===== src/rtl/cosim_msg_serializer.sv =====
// cosim_msg_serializer
// Converts one packed MSG_BITS-wide message into a byte-serial valid/ready
// stream. Byte 0 carries message bits [7:0]. The top byte is zero-padded
// above bit MSG_BITS-1, and out_last flags the final byte of each message.
//
// Optional feature macro: COSIM_SER_LEN_HEADER_EN
//   When defined, each message is preceded by one header byte equal to
//   MSG_BYTES[7:0], with out_last=0 on that byte.
//
// Ports:
//   clk        clock
//   rst        synchronous, active-low reset
//   in_valid   message offered
//   in_ready   message accepted when in_valid && in_ready
//   in_data    message payload, sampled only on handshake
//   out_valid  byte offered
//   out_ready  byte consumed when out_valid && out_ready
//   out_data   current byte
//   out_last   final byte of a message, qualified by out_valid
//   busy       a message is held (capture+1 until its last byte handshakes)
module cosim_msg_serializer #(
  parameter int MSG_BITS = 32
) (
  input  logic                clk,
  input  logic                rst,
  input  logic                in_valid,
  output logic                in_ready,
  input  logic [MSG_BITS-1:0] in_data,
  output logic                out_valid,
  input  logic                out_ready,
  output logic [7:0]          out_data,
  output logic                out_last,
  output logic                busy
);

  localparam int MSG_BYTES = (MSG_BITS + 7) / 8;
  localparam int SHIFT_W   = MSG_BYTES * 8;
  localparam int IDX_W     = $clog2(MSG_BYTES + 1);
  localparam logic [IDX_W-1:0] LAST_IDX = IDX_W'(MSG_BYTES - 1);

`ifdef COSIM_SER_LEN_HEADER_EN
  typedef enum logic [1:0] {IDLE = 2'd0, SEND = 2'd1, HDR = 2'd2} state_e;
  localparam state_e FIRST_ST = HDR;
  localparam logic [7:0] HDR_BYTE = 8'(MSG_BYTES);

  // The header byte carries the length in a single byte.
  if (MSG_BYTES > 255) begin : g_len_check
    $error("cosim_msg_serializer: MSG_BYTES must not exceed 255 with the length header");
  end
`else
  typedef enum logic [0:0] {IDLE = 1'b0, SEND = 1'b1} state_e;
  localparam state_e FIRST_ST = SEND;
`endif

  state_e             state_q, state_d;
  logic [SHIFT_W-1:0] shift_q, shift_d;
  logic [IDX_W-1:0]   idx_q, idx_d;
  logic               out_hs_s;
  logic               in_hs_s;

  // Output decode: every output is a function of the state registers only,
  // so there is no combinational path from in_valid to out_*.
  always_comb begin
    out_valid = 1'b0;
    out_data  = shift_q[7:0];
    out_last  = 1'b0;
    busy      = 1'b0;
    case (state_q)
      IDLE: begin
        out_valid = 1'b0;
        busy      = 1'b0;
      end
      SEND: begin
        out_valid = 1'b1;
        busy      = 1'b1;
        out_last  = (idx_q == LAST_IDX);
      end
`ifdef COSIM_SER_LEN_HEADER_EN
      HDR: begin
        out_valid = 1'b1;
        busy      = 1'b1;
        out_data  = HDR_BYTE;
      end
`endif
      default: begin
        out_valid = 1'b0;
        busy      = 1'b0;
      end
    endcase
  end

  // A new message may enter in the same cycle the last byte leaves, which
  // keeps a 1 byte/cycle rate across messages; reset masks acceptance.
  assign out_hs_s = out_valid && out_ready;
  assign in_ready = rst && ((state_q == IDLE) || (out_hs_s && out_last));
  assign in_hs_s  = in_valid && in_ready;

  // Next-state: capture, byte advance and message turnaround.
  always_comb begin
    state_d = state_q;
    shift_d = shift_q;
    idx_d   = idx_q;
    case (state_q)
      IDLE: begin
        if (in_hs_s) begin
          shift_d = SHIFT_W'(in_data);
          idx_d   = '0;
          state_d = FIRST_ST;
        end else begin
          state_d = IDLE;
        end
      end
`ifdef COSIM_SER_LEN_HEADER_EN
      HDR: begin
        if (out_hs_s) begin
          state_d = SEND;
        end else begin
          state_d = HDR;
        end
      end
`endif
      SEND: begin
        if (out_hs_s) begin
          if (idx_q == LAST_IDX) begin
            idx_d = '0;
            if (in_hs_s) begin
              shift_d = SHIFT_W'(in_data);
              state_d = FIRST_ST;
            end else begin
              shift_d = shift_q >> 4'd8;
              state_d = IDLE;
            end
          end else begin
            shift_d = shift_q >> 4'd8;
            idx_d   = idx_q + IDX_W'(1);
          end
        end else begin
          state_d = SEND;
        end
      end
      default: begin
        state_d = IDLE;
        idx_d   = '0;
      end
    endcase
  end

  // State registers with synchronous active-low reset; a partial message is
  // discarded and out_data returns to zero.
  always_ff @(posedge clk) begin
    if (!rst) begin
      state_q <= IDLE;
      shift_q <= '0;
      idx_q   <= '0;
    end else begin
      state_q <= state_d;
      shift_q <= shift_d;
      idx_q   <= idx_d;
    end
  end

endmodule


===== config.mk =====
export PLATFORM = sky130hd
export DESIGN_NAME = cosim_msg_serializer
export DESIGN_NICKNAME = d
export VERILOG_FILES = /design/src/rtl/cosim_msg_serializer.sv
export SDC_FILE = /design/constraint.sdc
export NUM_CORES = 1
export LEC_CHECK = 0
export ABC_CLOCK_PERIOD_IN_PS = 1500
export BUFFER_PORTS_ARGS = -buffer_cell sky130_fd_sc_hd__buf_2
export CAP_MARGIN = 20
export CORE_UTILIZATION = 46
export DETAILED_ROUTE_END_ITERATION = 8
export PLACE_DENSITY_LB_ADDON = 0.05
export REMOVE_ABC_BUFFERS = 1
export SLEW_MARGIN = 20
export SYNTH_ARGS = -nofsm -noshare
export SYNTH_HDL_FRONTEND = slang
export SYNTH_SLANG_ARGS = --single-unit

===== constraint.sdc =====
create_clock -name clk -period 1.5 [get_ports clk]
set_input_delay 0.075 -clock clk [delete_from_list [all_inputs] [get_ports clk]]
set_output_delay 0.075 -clock clk [all_outputs]
set_load 0.03 [all_outputs]

==> flow_metrics.py <==
metrics = {
    "run_status": {
        "status": "completed",
    },
    "floorplanning": {
        "ios": 48,
        "rows": 21,
        "core_area_sq_mm": 0.003416,
        "dieArea_sq_mm": 0.003884,
        "initial_core_util_pct": 49.01,
        "dieWidth_microns": 62.33,
        "fp.dieH_microns": 62.33,
    },
    "pwr": {
        "internal-power_mw": 1.674,
        "p_per_area_mw_per_mm2": 1066,
        "pwr-share-clk_pct": 34.0,
        "p_leak_nw": 0.8629,
        "sequentialPowerShare_pct": 48.3,
        "pwr-share-comb_pct": 17.7,
        "power_mw": 2.228,
        "p_switching_mw": 0.5539,
        "p_sw_share_pct": 24.86,
        "ir_drop_mv": 0.8777,
    },
    "yosys": {
        "yosysTopAreaCell": "dfxtp_1",
        "synth.distinct_cells": 26,
        "avgSynthCellArea_sq_um": 12.13,
        "ys_seq_elements": 36,
        "synth_area_sq_mm": 0.001674,
        "synthDominantCellAreaShare_pct": 43.05,
        "ys_seq_area_share_pct": 43.05,
        "yosys-top-cells-area": "dfxtp_1 (43%), o221a_1 (23%), o221a_2 (9.4%)",
        "syn_inst": 138,
        "synth_warnings": 0,
    },
    "finish": {
        "fin_cells": 234,
        "syn_to_final_growth_pct": 24.89,
        "final_cell_area_sq_mm": 0.002091,
        "fin_nets": 224,
        "n_antenna_cell": 0,
        "drive_gt1_share_pct": 45.74,
    },
    "placed_design": {
        "dpl_cell_area_sq_mm": 0.001868,
        "hpwl_microns": 2513,
        "place_worst_setup_slack_ns": -0.03353,
        "dp_cells": 217,
        "io_buffers": 47,
        "place_congestion": 0.7739,
    },
    "sta": {
        "fin_crit_sh_pct": 97.68,
        "tns_ns": 0,
        "fmax_mhz": 682.5,
        "timing.slew.headroom_pct": 74.19,
        "fin_ws_ns": 0.03473,
        "rsz0062_at_grt": "false",
        "setup_violations": 0,
        "clock_skew_ns": 0.004561,
        "hold_viol": 0,
        "layout_min_cycle_time_ns": 1.465,
        "worstMarginPinSlew_ns": 0.3871,
        "final_max_slew_viol_count": 0,
    },
    "worst_setup_path": {
        "crit_arrival_ns": 1.69,
        "r2r_start": "idx_q[0]",
        "cp_top_family": "compound AO/OA/AOI/OAI gates",
        "crit_type": "flip-flop to flip-flop",
        "crit_fanout": 8,
        "path_cells": "ha_4 > and2b_2 > a21o_1 > buf_4 > o221a_1",
        "startpoint": "idx_q[0]",
        "crit_buf_inv": 1,
        "critPathLaunchType": "flip-flop",
        "cp-endpoint": "shift_q[15]",
        "r2r_cells": 5,
        "slowest_stage": "dfxtp_4",
        "rrSetupSlack_ns": 0.03,
        "path_depth": 5,
        "cpPeakStageDelay_ns": 0.37,
        "cp-end-kind": "flip-flop",
        "required_ns": 1.73,
        "reg2reg_to": "shift_q[15]",
    },
    "global_routing": {
        "grt_pass1_wl_microns": 6382,
        "grt_max_degree": 25,
        "grt-ovfl-total": 0,
        "antenna_found_initial": 0,
        "grt_pass1_vias": 1361,
        "grt_usage_pct": 21.01,
    },
    "detailed_routing": {
        "vias_per_cell": 6.021,
        "wl_per_cell_microns": 16.26,
        "drtPass1Iterations": 4,
        "routed_wl_microns": 3804,
        "drc": 0,
        "drtIter0Drc": 109,
        "ant_nets": 0,
        "vias": 1409,
    },
    "clocking": {
        "cts_sinks": 36,
        "post_cts_buffers": 0,
        "cts.clk_slew.worst_paths_ns": 0.11,
        "worstSkewPairLatency_ns": 0.33,
        "cts_buffers": 5,
        "clk_path_buf_depth": 2,
        "htree_levels": 2,
        "cts_tree": "yes",
        "ctsRootBufferMaster": "clkbuf_4",
    },
    "hold_path": {
        "worstHoldPathType": "primary input to flip-flop",
    },
    "flow_run": {
        "cap_violations": 0,
    },
}
[what timing repair did]
item,in CTS,in global routing
setup endpoints to repair,19,15
pin swaps,1,2
hold endpoints to repair,9,1
resized for setup,7,5
hold buffers,9,1
[sequential cells by signal (all words and copies together), names as in the netlist]
signal,cells
idx_q,3
shift_q,32
state_q,1
[area by class of cell]
| class | instances | area [sq um] |
|---|---|---|
| well taps | 46 | 57.56 |
| clock buffers | 7 | 65.06 |
| repair buffers | 66 | 424.2 |
| fillers | 307 | 1325 |
| flip-flops and latches | 36 | 728.2 |
| clock inverters | 1 | 30.03 |
| multi-input cells | 78 | 785.8 |
[worst min-delay path by stage]
stage	from	end	slack (ns)	cells past startpoint
2_1_floorplan	out_ready	idx_q[2]	0.18	1
3_3_place_gp	in_data[30]	shift_q[30]	0.30	2
3_5_place_dp	in_data[25]	shift_q[25]	0.30	2
4_1_cts	in_data[11]	shift_q[11]	0.007	2
5_1_grt	in_data[18]	shift_q[18]	0.001	2
6_report	in_data[4]	shift_q[4]	0.02	2
[kinds of logic (layout without fill, tap and decap cells)]
group                    after synthesis  count (layout)  share of synthesized area (%)
AND/OR/NAND/NOR                       13              13                          4.860
multiplexers                           1               1                         0.8966
flip-flops                            36              36                          43.05
adder cells (fa/ha/maj)                1               1                         0.7473
buffers and inverters                 24              74                          11.14
AO/OA/AOI/OAI                         63              63                          39.31
[through the flow]
stage	utilization [%]	hold WS, ns
2_1_floorplan	-	0.1809
3_3_place_gp	54.69	0.2953
3_5_place_dp	54.69	0.2971
4_1_cts	60.59	0.006576
5_1_grt	61.21	0.001468
6_report	61.21	0.02359
[cells in the final DEF (no fill, tap or decap), types with 5 or more instances in the layout]
master / netlist / final
o221a_2: 14 / 14
o221a_1: 34 / 34
buf_2: 5 / 45
buf_4: 10 / 9
dfxtp_1: 36 / 34
dlygate4sd3_1: 0 / 10
a22o_1: 8 / 8
clkbuf_4: 0 / 5
[synth_stat cells, drive strengths merged]
| cell type | instances |
|---|---|
| o2bb2ai | 1 |
| a21oi | 2 |
| nand2 | 2 |
| dfxtp | 36 |
| nand3 | 2 |
| nand2b | 1 |
| a31oi | 1 |
| a22o | 8 |
| and3 | 1 |
| o221a | 48 |
| a21boi | 2 |
| and2 | 1 |
| and2b | 1 |
| a21o | 1 |
| clkbuf | 2 |
| buf | 22 |
| or2 | 1 |
| or3 | 1 |
| nand3b | 1 |
| ha | 1 |
| nor2b | 1 |
| nand4 | 1 |
| mux2 | 1 |
[layer usage]
metal | global-route usage, % | part of all wire (%) | vias up
li1 | - | - | 666
met1 | 26.69 | 47 | 675
met2 | 34.34 | 46 | 64
met3 | 4.596 | 6.4 | 4
met4 | 8.721 | 0.79 | 0
met5 | 0 | 0 | -
[power by group through the flow]
stage / combinational [mW] / sequential, mW / clock, mW
finish: 0.394 / 1.08 / 0.757
global route: 0.427 / 1.08 / 0.823
CTS: 0.391 / 1.08 / 0.777
detailed placement: 0.371 / 1.10 / 0
global placement: 0.364 / 1.09 / 0
floorplan: 0.174 / 1.14 / 0
(Power assumes the default switching activity.)
